File: config.mk
export PLATFORM = sky130hd
export DESIGN_NAME = spi_slave
export DESIGN_NICKNAME = d
export VERILOG_FILES = /design/src/rtl/spi_slave.sv
export SDC_FILE = /design/constraint.sdc
export NUM_CORES = 1
export LEC_CHECK = 0
export ABC_CLOCK_PERIOD_IN_PS = 2050
export CAP_MARGIN = 10
export CORE_MARGIN = 2
export CORE_UTILIZATION = 56
export CTS_BUF_LIST = sky130_fd_sc_hd__clkbuf_4 sky130_fd_sc_hd__clkbuf_8
export DETAILED_ROUTE_END_ITERATION = 8
export PLACE_DENSITY = 0.81
export RECOVER_POWER = 50
export REMOVE_ABC_BUFFERS = 1
export SKIP_LAST_GASP = 1
export SLEW_MARGIN = 20
export SYNTH_ARGS = -nofsm -noshare
export SYNTH_HDL_FRONTEND = slang
export SYNTH_SLANG_ARGS = --single-unit
File: constraint.sdc
create_clock -name clk -period 2.05 [get_ports clk]
set_clock_uncertainty 0.15 [all_clocks]
set_input_delay 0.41 -clock clk [delete_from_list [all_inputs] [get_ports clk]]
set_output_delay 0.41 -clock clk [all_outputs]
set_load 0.01 [all_outputs]
File: src/rtl/spi_slave.sv
// -----------------------------------------------------------------------------
// spi_slave
//
// Byte-oriented SPI slave. It runs entirely in the system clock domain: sclk,
// cs and mosi are oversampled through flip-flop synchronisers, and SPI clock
// edges are found by comparing the synchronised sclk with a delayed copy.
// The SPI mode (cpol/cpha) is selected at run time. A one-entry transmit
// holding register (tx_data/tx_load/tx_ready) feeds the transmit shifter.
// Received words are presented on rx_data with a one-cycle rx_valid strobe.
//
// Ports:
//   clk          system clock (the only clock)
//   reset        synchronous, active-high reset
//   cpol, cpha   SPI mode; must be stable while cs is low
//   cs           chip select, active low
//   sclk, mosi   SPI clock and data from the master
//   miso         SPI data to the master (0 while idle)
//   tx_data      next word to transmit
//   tx_load      captures tx_data when tx_ready is high
//   tx_ready     holding register is empty
//   rx_data      last complete received word
//   rx_valid     one-cycle strobe when rx_data updates
//   busy         a frame is in progress
//   frame_error  one-cycle strobe when cs rises on a partial word
// -----------------------------------------------------------------------------
module spi_slave #(
  parameter int               WIDTH       = 8,
  parameter int               SYNC_STAGES = 2,
  parameter logic [WIDTH-1:0] IDLE_FILL   = 8'hFF
) (
  input  logic             clk,
  input  logic             reset,
  input  logic             cpol,
  input  logic             cpha,
  input  logic             cs,
  input  logic             sclk,
  input  logic             mosi,
  output logic             miso,
  input  logic [WIDTH-1:0] tx_data,
  input  logic             tx_load,
  output logic             tx_ready,
  output logic [WIDTH-1:0] rx_data,
  output logic             rx_valid,
  output logic             busy,
  output logic             frame_error
);

  localparam int CNT_W = $clog2(WIDTH + 1);

  typedef enum logic {
    IDLE   = 1'b0,
    ACTIVE = 1'b1
  } state_e;

  // ---------------------------------------------------------------------------
  // Input synchronisers. Bit 0 is the first stage, bit SYNC_STAGES-1 the
  // synchronised output. cs resets high so no frame start is seen out of reset.
  // ---------------------------------------------------------------------------
  logic [SYNC_STAGES-1:0] sclk_sync_q;
  logic [SYNC_STAGES-1:0] cs_sync_q;
  logic [SYNC_STAGES-1:0] mosi_sync_q;
  logic                   sclk_dly_q;
  logic                   cs_dly_q;

  always_ff @(posedge clk) begin
    if (reset) begin
      sclk_sync_q <= '0;
      cs_sync_q   <= '1;
      mosi_sync_q <= '0;
      sclk_dly_q  <= 1'b0;
      cs_dly_q    <= 1'b1;
    end else begin
      sclk_sync_q <= {sclk_sync_q[SYNC_STAGES-2:0], sclk};
      cs_sync_q   <= {cs_sync_q[SYNC_STAGES-2:0], cs};
      mosi_sync_q <= {mosi_sync_q[SYNC_STAGES-2:0], mosi};
      sclk_dly_q  <= sclk_sync_q[SYNC_STAGES-1];
      cs_dly_q    <= cs_sync_q[SYNC_STAGES-1];
    end
  end

  logic sclk_s;
  logic cs_s;
  logic mosi_s;
  logic sclk_toggle;
  logic lead_edge;
  logic trail_edge;
  logic sample_edge;
  logic shift_edge;
  logic cs_fall;
  logic cs_rise;

  assign sclk_s      = sclk_sync_q[SYNC_STAGES-1];
  assign cs_s        = cs_sync_q[SYNC_STAGES-1];
  assign mosi_s      = mosi_sync_q[SYNC_STAGES-1];
  assign sclk_toggle = sclk_s ^ sclk_dly_q;
  // Leading edge moves sclk away from its idle level, trailing edge returns it.
  assign lead_edge   = sclk_toggle && (sclk_s != cpol);
  assign trail_edge  = sclk_toggle && (sclk_s == cpol);
  assign sample_edge = cpha ? trail_edge : lead_edge;
  assign shift_edge  = cpha ? lead_edge : trail_edge;
  assign cs_fall     = !cs_s && cs_dly_q;
  assign cs_rise     = cs_s && !cs_dly_q;

  // ---------------------------------------------------------------------------
  // Core state
  // ---------------------------------------------------------------------------
  state_e           state_q,       state_d;
  logic [CNT_W-1:0] bit_cnt_q,     bit_cnt_d;
  logic [WIDTH-1:0] rx_shift_q,    rx_shift_d;
  logic [WIDTH-1:0] tx_shift_q,    tx_shift_d;
  logic             miso_q,        miso_d;
  // Set when the next shift edge must present the MSB of tx_shift without
  // shifting: at the start of every word except the first word of a cpha=0
  // frame, whose MSB is already on miso when cs falls.
  logic             pending_q,     pending_d;
  logic [WIDTH-1:0] hold_q,        hold_d;
  logic             hold_full_q,   hold_full_d;
  logic [WIDTH-1:0] rx_data_q,     rx_data_d;
  logic             rx_valid_q,    rx_valid_d;
  logic             frame_error_q, frame_error_d;

  logic             consume;
  logic [WIDTH-1:0] next_word;

  always_ff @(posedge clk) begin
    if (reset) begin
      state_q       <= IDLE;
      bit_cnt_q     <= '0;
      rx_shift_q    <= '0;
      tx_shift_q    <= '0;
      miso_q        <= 1'b0;
      pending_q     <= 1'b0;
      hold_q        <= '0;
      hold_full_q   <= 1'b0;
      rx_data_q     <= '0;
      rx_valid_q    <= 1'b0;
      frame_error_q <= 1'b0;
    end else begin
      state_q       <= state_d;
      bit_cnt_q     <= bit_cnt_d;
      rx_shift_q    <= rx_shift_d;
      tx_shift_q    <= tx_shift_d;
      miso_q        <= miso_d;
      pending_q     <= pending_d;
      hold_q        <= hold_d;
      hold_full_q   <= hold_full_d;
      rx_data_q     <= rx_data_d;
      rx_valid_q    <= rx_valid_d;
      frame_error_q <= frame_error_d;
    end
  end

  always_comb begin
    state_d       = state_q;
    bit_cnt_d     = bit_cnt_q;
    rx_shift_d    = rx_shift_q;
    tx_shift_d    = tx_shift_q;
    miso_d        = miso_q;
    pending_d     = pending_q;
    hold_d        = hold_q;
    hold_full_d   = hold_full_q;
    rx_data_d     = rx_data_q;
    rx_valid_d    = 1'b0;
    frame_error_d = 1'b0;
    consume       = 1'b0;
    next_word     = hold_full_q ? hold_q : IDLE_FILL;

    case (state_q)
      IDLE: begin
        miso_d = 1'b0;
        if (cs_fall) begin
          state_d    = ACTIVE;
          consume    = 1'b1;
          tx_shift_d = next_word;
          bit_cnt_d  = '0;
          rx_shift_d = '0;
          pending_d  = cpha;
          // cpha=0 masters sample on the first leading edge, so the MSB must
          // already be on the line.
          miso_d     = cpha ? 1'b0 : next_word[WIDTH-1];
        end
      end

      ACTIVE: begin
        if (cs_rise) begin
          state_d       = IDLE;
          miso_d        = 1'b0;
          frame_error_d = (bit_cnt_q != '0);
          bit_cnt_d     = '0;
        end else if (sample_edge) begin
          rx_shift_d = {rx_shift_q[WIDTH-2:0], mosi_s};
          if (bit_cnt_q == CNT_W'(WIDTH - 1)) begin
            // Word boundary: publish, and queue up the next transmit word so
            // back-to-back words need no gap.
            rx_data_d  = rx_shift_d;
            rx_valid_d = 1'b1;
            bit_cnt_d  = '0;
            consume    = 1'b1;
            tx_shift_d = next_word;
            pending_d  = 1'b1;
          end else begin
            bit_cnt_d = bit_cnt_q + CNT_W'(1);
          end
        end else if (shift_edge) begin
          if (pending_q) begin
            miso_d    = tx_shift_q[WIDTH-1];
            pending_d = 1'b0;
          end else begin
            tx_shift_d = tx_shift_q << 1;
            miso_d     = tx_shift_q[WIDTH-2];
          end
        end
      end

      default: state_d = IDLE;
    endcase

    // Consumption empties the holding register; a load accepted in the same
    // cycle (only possible when it was already empty) refills it for the
    // following word.
    if (consume) begin
      hold_full_d = 1'b0;
    end
    if (tx_load && !hold_full_q) begin
      hold_d      = tx_data;
      hold_full_d = 1'b1;
    end
  end

  assign miso        = miso_q;
  assign tx_ready    = !hold_full_q;
  assign rx_data     = rx_data_q;
  assign rx_valid    = rx_valid_q;
  assign busy        = (state_q == ACTIVE);
  assign frame_error = frame_error_q;

endmodule

==> results of run 1 <==
-- cell families (layout without fill, tap and decap cells) --
| logic type | count (synthesis) | after routing | synth area share |
|---|---|---|---|
| buffers and inverters | 26 | 68 | 0.0511 |
| muxes | 20 | 20 | 0.100 |
| adders and majority gates | 2 | 2 | 0.0120 |
| AOI/OAI and AO/OA | 41 | 41 | 0.130 |
| and+or+nand+nor | 95 | 95 | 0.228 |
| xor gates and xnor gates | 1 | 1 | 0.00781 |
| DFF | 49 | 49 | 0.471 |
-- state kept, by name (all words and copies together), names as in the netlist, 2 cells and up --
name	flops
bit_cnt_q	4
mosi_sync_q	2
hold_q	8
tx_shift_q	8
cs_sync_q	2
sclk_sync_q	2
rx_shift_q	7
rx_data	8
-- cells in the final DEF (no fill, tap or decap), drive strengths merged, types with 3 or more instances in the layout --
cell           synthesis  final
clkinv                 1      3
nand3                 11     11
nor2b                 10     10
mux2i                 19     19
clkdlybuf4s50          0     14
o21ai                  3      3
dlygate4sd3            0     12
dfxtp                 49     49
a21oi                 21     21
or2                    4      4
inv                   12     12
nor2                  17     17
a311o                  6      6
nor3                  10     10
buf                    5     17
nand2b                15     15
clkbuf                 8      7
nand2                 23     23
-- worst max-delay path: cells and delay by family --
family                    cells  cell delay (ps)
AOI/OAI and AO/OA             1              160
muxes                         2              410
xor gates and xnor gates      1              180
and+or+nand+nor               1              160
buffers and inverters         4              710
-- routing by layer --
| layer | vias to the layer above | global-route usage | wire length, um |
|---|---|---|---|
| li1 | 878 | - | - |
| met2 | 55 | 0.336 | 1940 |
| met4 | 0 | 0.104 | 127 |
| met1 | 817 | 0.288 | 2000 |
| met3 | 15 | 0.0469 | 210 |
| met5 | - | 0 | 0 |
-- per-stage QoR --
stage	setup TNS (ps)	total power (uW)	area (um2)	setup WS, ps
finish	0	1790	2640	44.4
global route	0	1870	2640	2.91
CTS	0	1790	2610	63.4
detailed placement	-11920	1260	2520	-514
global placement	-9720	1250	2520	-436
floorplan	-4630	1140	2020	-407
-- layout make-up --
type,instances,share of cell area
multi-input cells,159,0.388
flip-flops and latches,49,0.372
repair buffers,47,0.166
clock buffers,5,0.0261
well taps,48,0.0228
inverters,13,0.0185
clock inverters,3,0.00664
-- worst paths after layout --
| path | start | endpoint | cells after the start |
|---|---|---|---|
| worst max-delay path | cpol | tx_shift_q[2] | 9 |
| worst min-delay path | cs_sync_q[0] | cs_sync_q[1] | 1 |
| worst max register to register | busy | tx_shift_q[2] | 5 |
| worst min register to register | cs_sync_q[0] | cs_sync_q[1] | 1 |
-- repair_timing --
| item | 4_1_cts | 5_1_grt |
|---|---|---|
| setup buffers | 1 | 1 |
| hold buffers | 0 | 0 |
| setup endpoints to repair | 25 | 14 |
| pin swaps | 2 | 1 |
| gates resized for setup | 3 | 5 |
-- report_power, final --
part	total, uW	leakage, uW	switching (uW)	internal, uW
Sequential	1010	0.000400	20.3	988
Combinational	236	0.000569	117	119
Clock	548	0.0000439	312	236
==> summary.md, run 1 <==
| Metric | Value |
|---|---|
| Status | finished clean |
| Max_cap viols | 0 |
| CTS Buffer Depth | 2 |
| Post-synth top cells | dfxtp_1, nand2_1, a21oi_1, mux2i_1, nor2_1 |
| Setup Crit Path Kind | in2reg |
| Tot GR Track Use | 0.218 |
| Congestion Overflow GR | 0 |
| Power Density | 680 mW/mm2 |
| Main synth FF type | dfxtp_1 |
| Nets | 293 |
| Buffers added on ports | 28 |
| Largest net degree at the start of global routing | 58 |
| Synth Cell Area | 0.00208 mm2 |
| Clk slew on worst S/H paths | 90 ps |
| Unrepaired setup endpoints after global routing | no |
| Drt pass-1 iters | 4 |
| Pins Over Slew Limit | 0 |
| TritonCTS Buffers | 5 |
| Worst-Skew Late Latency | 300 ps |
| Area Overhead vs Synth | 26.7% |
| Syn. warnings | 0 |
| Most numerous cell in the Yosys netlist | dfxtp_1 |
| CP arrival | 2040 ps |
| CORE AREA | 0.00361 mm2 |
| Worst min path class | reg2reg |
| Root buf cell | clkbuf_8 |
| Height of the die | 65.0 um |
| Seq. cell area | 982 um2 |
| Cell accounting for the most synthesized area | dfxtp_1 |
| GP Congestion | 0.834 |
| Number of H-tree levels | 2 |
| # setup viols final | 0 |
| Full die area | 0.00422 mm2 |
| Final worst path period share | 0.978 |
| Ys async rst share | 0 |
| Antenna-violating nets left | 0 |
| Worst hold slack | 267 ps |
| Post-layout utilization of the core | 0.731 |
| Crit path time final | 2010 ps |
| CTS tree | done |
| Slowest stage delay, CP | 320 ps |
| Initial core utilization | 0.577 |
| Worst slew margin | 0.709 |
| Clk sinks | 49 |
| # fillers | 280 |
| FF+latch count, synth | 49 |
| Leak Pwr | 0.00101 uW |
| Die width | 65.0 um |
| Inst Count DP | 314 |
| Ports | 29 |
| Multi-input logic area | 0.00102 mm2 |
| Routed vias | 1765 |
| Post-synth cell types | 38 |
| Maximum clock frequency | 0.499 GHz |
| Row count | 22 |
| Share of layout cells above drive strength 1 | 0.138 |
| Vias in the first global route | 1637 |
| DR DRC count | 0 |
| DRT iter0 DRCs | 155 |
| CP Cell Sequence | dlygate4sd2_1 > xor2_2 > buf_4 > buf_4 > mux2_4 > buf_12 > nor3_1 > a311o_1 > mux2i_1 |
| Cell mode on critical path | buf_4 |
| First-pass GRT wire length | 7190 um |
| Vias/cell | 5.45 |
| Area share of the largest cell type after synthesis | 0.471 |
| Actual slew at the worst max-slew pin | 437 ps |
| Hold Vio Cnt, Final | 0 |
| Data required, critical path | 2090 ps |
| Initial antenna violation count | 0 |
| Post-synth EDFFs | 0 |
| R2R Setup Slk | 90 ps |
| Wire length per cell | 13.2 um |
| Endpoint type of the worst setup path | flip-flop |
| Startpoint class of the critical path | input pin |
| Final Instance Count excl. Fillers | 324 |
| Top post-synthesis cells by area | dfxtp_1, mux2i_1, a21oi_1 |
| Post-synthesis cell count | 234 |
| Drt total wl | 4270 um |
| CP max FO | 7 |
| Register area share after synthesis | 0.471 |
| Synth Area per Inst | 8.90 um2 |
| Antenna cells | 0 |
| Critical-path top delay cell | mux2_4 |
| VDD IR max | 536 uV |
| DP Wirelength | 2980 um |
(Power assumes the default switching activity.)
==> run 2: changes to the inputs <==
- CELL_PAD_IN_SITES_DETAIL_PLACEMENT: default -> 0
- CELL_PAD_IN_SITES_GLOBAL_PLACEMENT: default -> 1
- CORE_UTILIZATION: 56 -> 42
- PLACE_DENSITY: 0.81 -> default
- PLACE_DENSITY_LB_ADDON: default -> 0.1
==> run 2 against run 1 <==
Register-to-register slack improved by 70 ps. Non-clock buffer count increased by 1. Critical path depth decreased by 1. Final cell count increased by 6.2%. Cell area increased by 1.3%. Hold slack got worse by 1.6 ps. Via count decreased by 6.3%. Clock power increased by 31%. Global-route usage decreased by 4.5 points. Sequential share of layout area decreased by 0.52 points. Worst setup slack improved by 60 ps. Sequential power about the same. Largest power group unchanged.
==> summary.md, run 2 (synthesis results as in run 1) <==
| Metric | Value |
|---|---|
| Status | finished clean |
| Most used routing layer | met2 |
| TritonCTS Buffers | 5 (unchanged) |
| DP Wirelength | 2960 um (-0.92%) |
| CTS tree | done |
| Worst slew margin | 0.635 (-0.0738) |
| Final worst path period share | 0.949 (-0.0292) |
| Hold Vio Cnt, Final | 0 (unchanged) |
| Drt pass-1 iters | 4 (unchanged) |
| Initial antenna violation count | 0 (unchanged) |
| VDD IR max | 344 uV (-36%) |
| Max_cap viols | 0 (unchanged) |
| Worst-Skew Late Latency | 300 ps (about the same) |
| CP Cell Sequence | dlygate4sd2_1 > xor2_2 > buf_4 > mux2_4 > buf_4 > nor3_1 > a311o_1 > mux2i_1 |
| Most frequent cells in the layout | dfxtp_1, nand2_1, a21oi_1 |
| Congestion Overflow GR | 0 (unchanged) |
| Tot GR Track Use | 0.173 (-0.0447) |
| CP arrival | 1990 ps (-50 ps) |
| Cell mode on critical path | buf_4 |
| Power Density | 733 mW/mm2 (+7.8%) |
| Slowest stage delay, CP | 320 ps (about the same) |
| Clk slew on worst S/H paths | 90 ps (about the same) |
| Routed vias | 1654 (-6.3%) |
| Drt total wl | 4260 um (-0.23%) |
| Share of layout cells above drive strength 1 | 0.137 (-0.000497) |
| Buffers added on ports | 28 (unchanged) |
| DR DRC count | 0 (unchanged) |
| Actual slew at the worst max-slew pin | 547 ps (+111 ps) |
| Data required, critical path | 2100 ps (about the same) |
| DRT iter0 DRCs | 64 (-59%) |
| CP max FO | 8 (+1) |
| Met2 Usage GRT | 0.255 (-0.0817) |
| Initial core utilization | 0.438 (-0.139) |
| Number of H-tree levels | 2 (unchanged) |
| Die width | 74.4 um (+15%) |
| Clk sinks | 49 (unchanged) |
| Vias/cell | 4.81 (-12%) |
| Unrepaired setup endpoints after global routing | no |
| Area Overhead vs Synth | 28.3% |
| Maximum clock frequency | 0.514 GHz (+3.1%) |
| CORE AREA | 0.00475 mm2 (+32%) |
| Final Instance Count excl. Fillers | 344 (+6.2%) |
| Crit path time final | 1950 ps (-59.9 ps) |
| Critical-path top delay cell | xor2_2 |
| Worst min path class | reg2reg |
| Wire length per cell | 12.4 um (-6.0%) |
| Pre-CTS setup slack | -416 ps (+97.5 ps) |
| Antenna-violating nets left | 0 (unchanged) |
| Row count | 25 (+14%) |
| CTS Hold Bufs | 0 (unchanged) |
| Seq. cell area | 981 um2 (-0.13%) |
| Inst Count DP | 335 (+6.7%) |
| Multi-input logic area | 0.00101 mm2 (-0.98%) |
| Worst setup margin | 104 ps (+59.9 ps) |
| Vias in the first global route | 1595 (-2.6%) |
| Met1 Resource Use GR | 0.245 (-0.0432) |
| Setup repair bufs after CTS | 0 (-1) |
| Pins Over Slew Limit | 0 (unchanged) |
| Antenna cells | 0 (unchanged) |
| First-pass GRT wire length | 7320 um (+1.8%) |
| # fillers | 472 (+69%) |
| Largest net degree at the start of global routing | 34 (-41%) |
| Ports | 29 (unchanged) |
| Grt met3 use | 0.0352 (-0.0116) |
| # setup viols final | 0 (unchanged) |
| Startpoint class of the critical path | input pin |
| Height of the die | 74.4 um (+15%) |
| Endpoint type of the worst setup path | flip-flop |
| Setup Crit Path Kind | in2reg |
| Nets | 294 (+0.34%) |
| Most common cell after layout, fill and taps aside | dfxtp_1 |
| Root buf cell | clkbuf_8 |
| Leak Pwr | 0.00103 uW (+1.8%) |
| CTS Buffer Depth | 2 (unchanged) |
| GP Congestion | 0.767 (-8.0%) |
| Full die area | 0.00554 mm2 (+31%) |
[run 2: power by group]
part           leakage, uW  total, uW  switching [uW]  internal, uW
combinational     0.000574        234             114           120
sequential        0.000399       1010            19.7           988
clock            0.0000574        716             319           397
total              0.00103       1960             453          1500
[run 2: path summary, 6_finish.rpt]
kind	startpoint	endpoint	slack, ps	cells after the start
hold reg to reg	cs_sync_q[0]	cs_sync_q[1]	270	1
setup reg to reg	sclk_sync_q[1]	bit_cnt_q[2]	160	5
setup / recovery	cpha	tx_shift_q[4]	100	8
hold / removal	cs_sync_q[0]	cs_sync_q[1]	270	1
[run 2: through the flow]
stage / hold slack [ps] / power (uW) / area [um2] / setup TNS, ps / util
6_report: 266 / 1960 / 2670 / 0 / 0.562
5_1_grt: 286 / 2060 / 2670 / 0 / 0.562
3_3_place_gp: 242 / 1260 / 2540 / -9840 / 0.534
2_1_floorplan: 239 / 1140 / 2020 / -4630 / -
3_5_place_dp: 247 / 1270 / 2540 / -10240 / 0.534
4_1_cts: 270 / 1990 / 2660 / 0 / 0.559
[run 2: area by class of cell]
class,instances,share of cell area
well taps,67,0.0314
clock buffers,6,0.0309
repair buffers,48,0.159
multi-input cells,159,0.379
clock inverters,2,0.0141
flip-flops and latches,49,0.367
inverters,13,0.0183
[run 2: what timing repair did]
item / CTS / global route
gates resized for setup: 2 / 5
cloned: 0 / 1
endpoints found under the setup margin: 24 / 9
pin swaps: 8 / 0
[run 2: critical path, delay by kind of cell]
| family | cells | cell delay (ps) |
|---|---|---|
| xor gates and xnor gates | 1 | 320 |
| AOI/OAI and AO/OA | 1 | 150 |
| and+or+nand+nor | 1 | 130 |
| muxes | 2 | 360 |
| buffers and inverters | 3 | 620 |
[run 2: metal layers]
| layer | wire, um | vias to the layer above |
|---|---|---|
| li1 | - | 881 |
| met1 | 2230 | 745 |
| met2 | 1840 | 21 |
| met4 | 74 | 0 |
| met3 | 120 | 7 |
| met5 | 0 | - |
==> run 3: changes to the inputs <==
- CAP_MARGIN: 10 -> 40
==> results of run 3 <==
The final DEF is identical to that of run 2; final timing and power are the same.
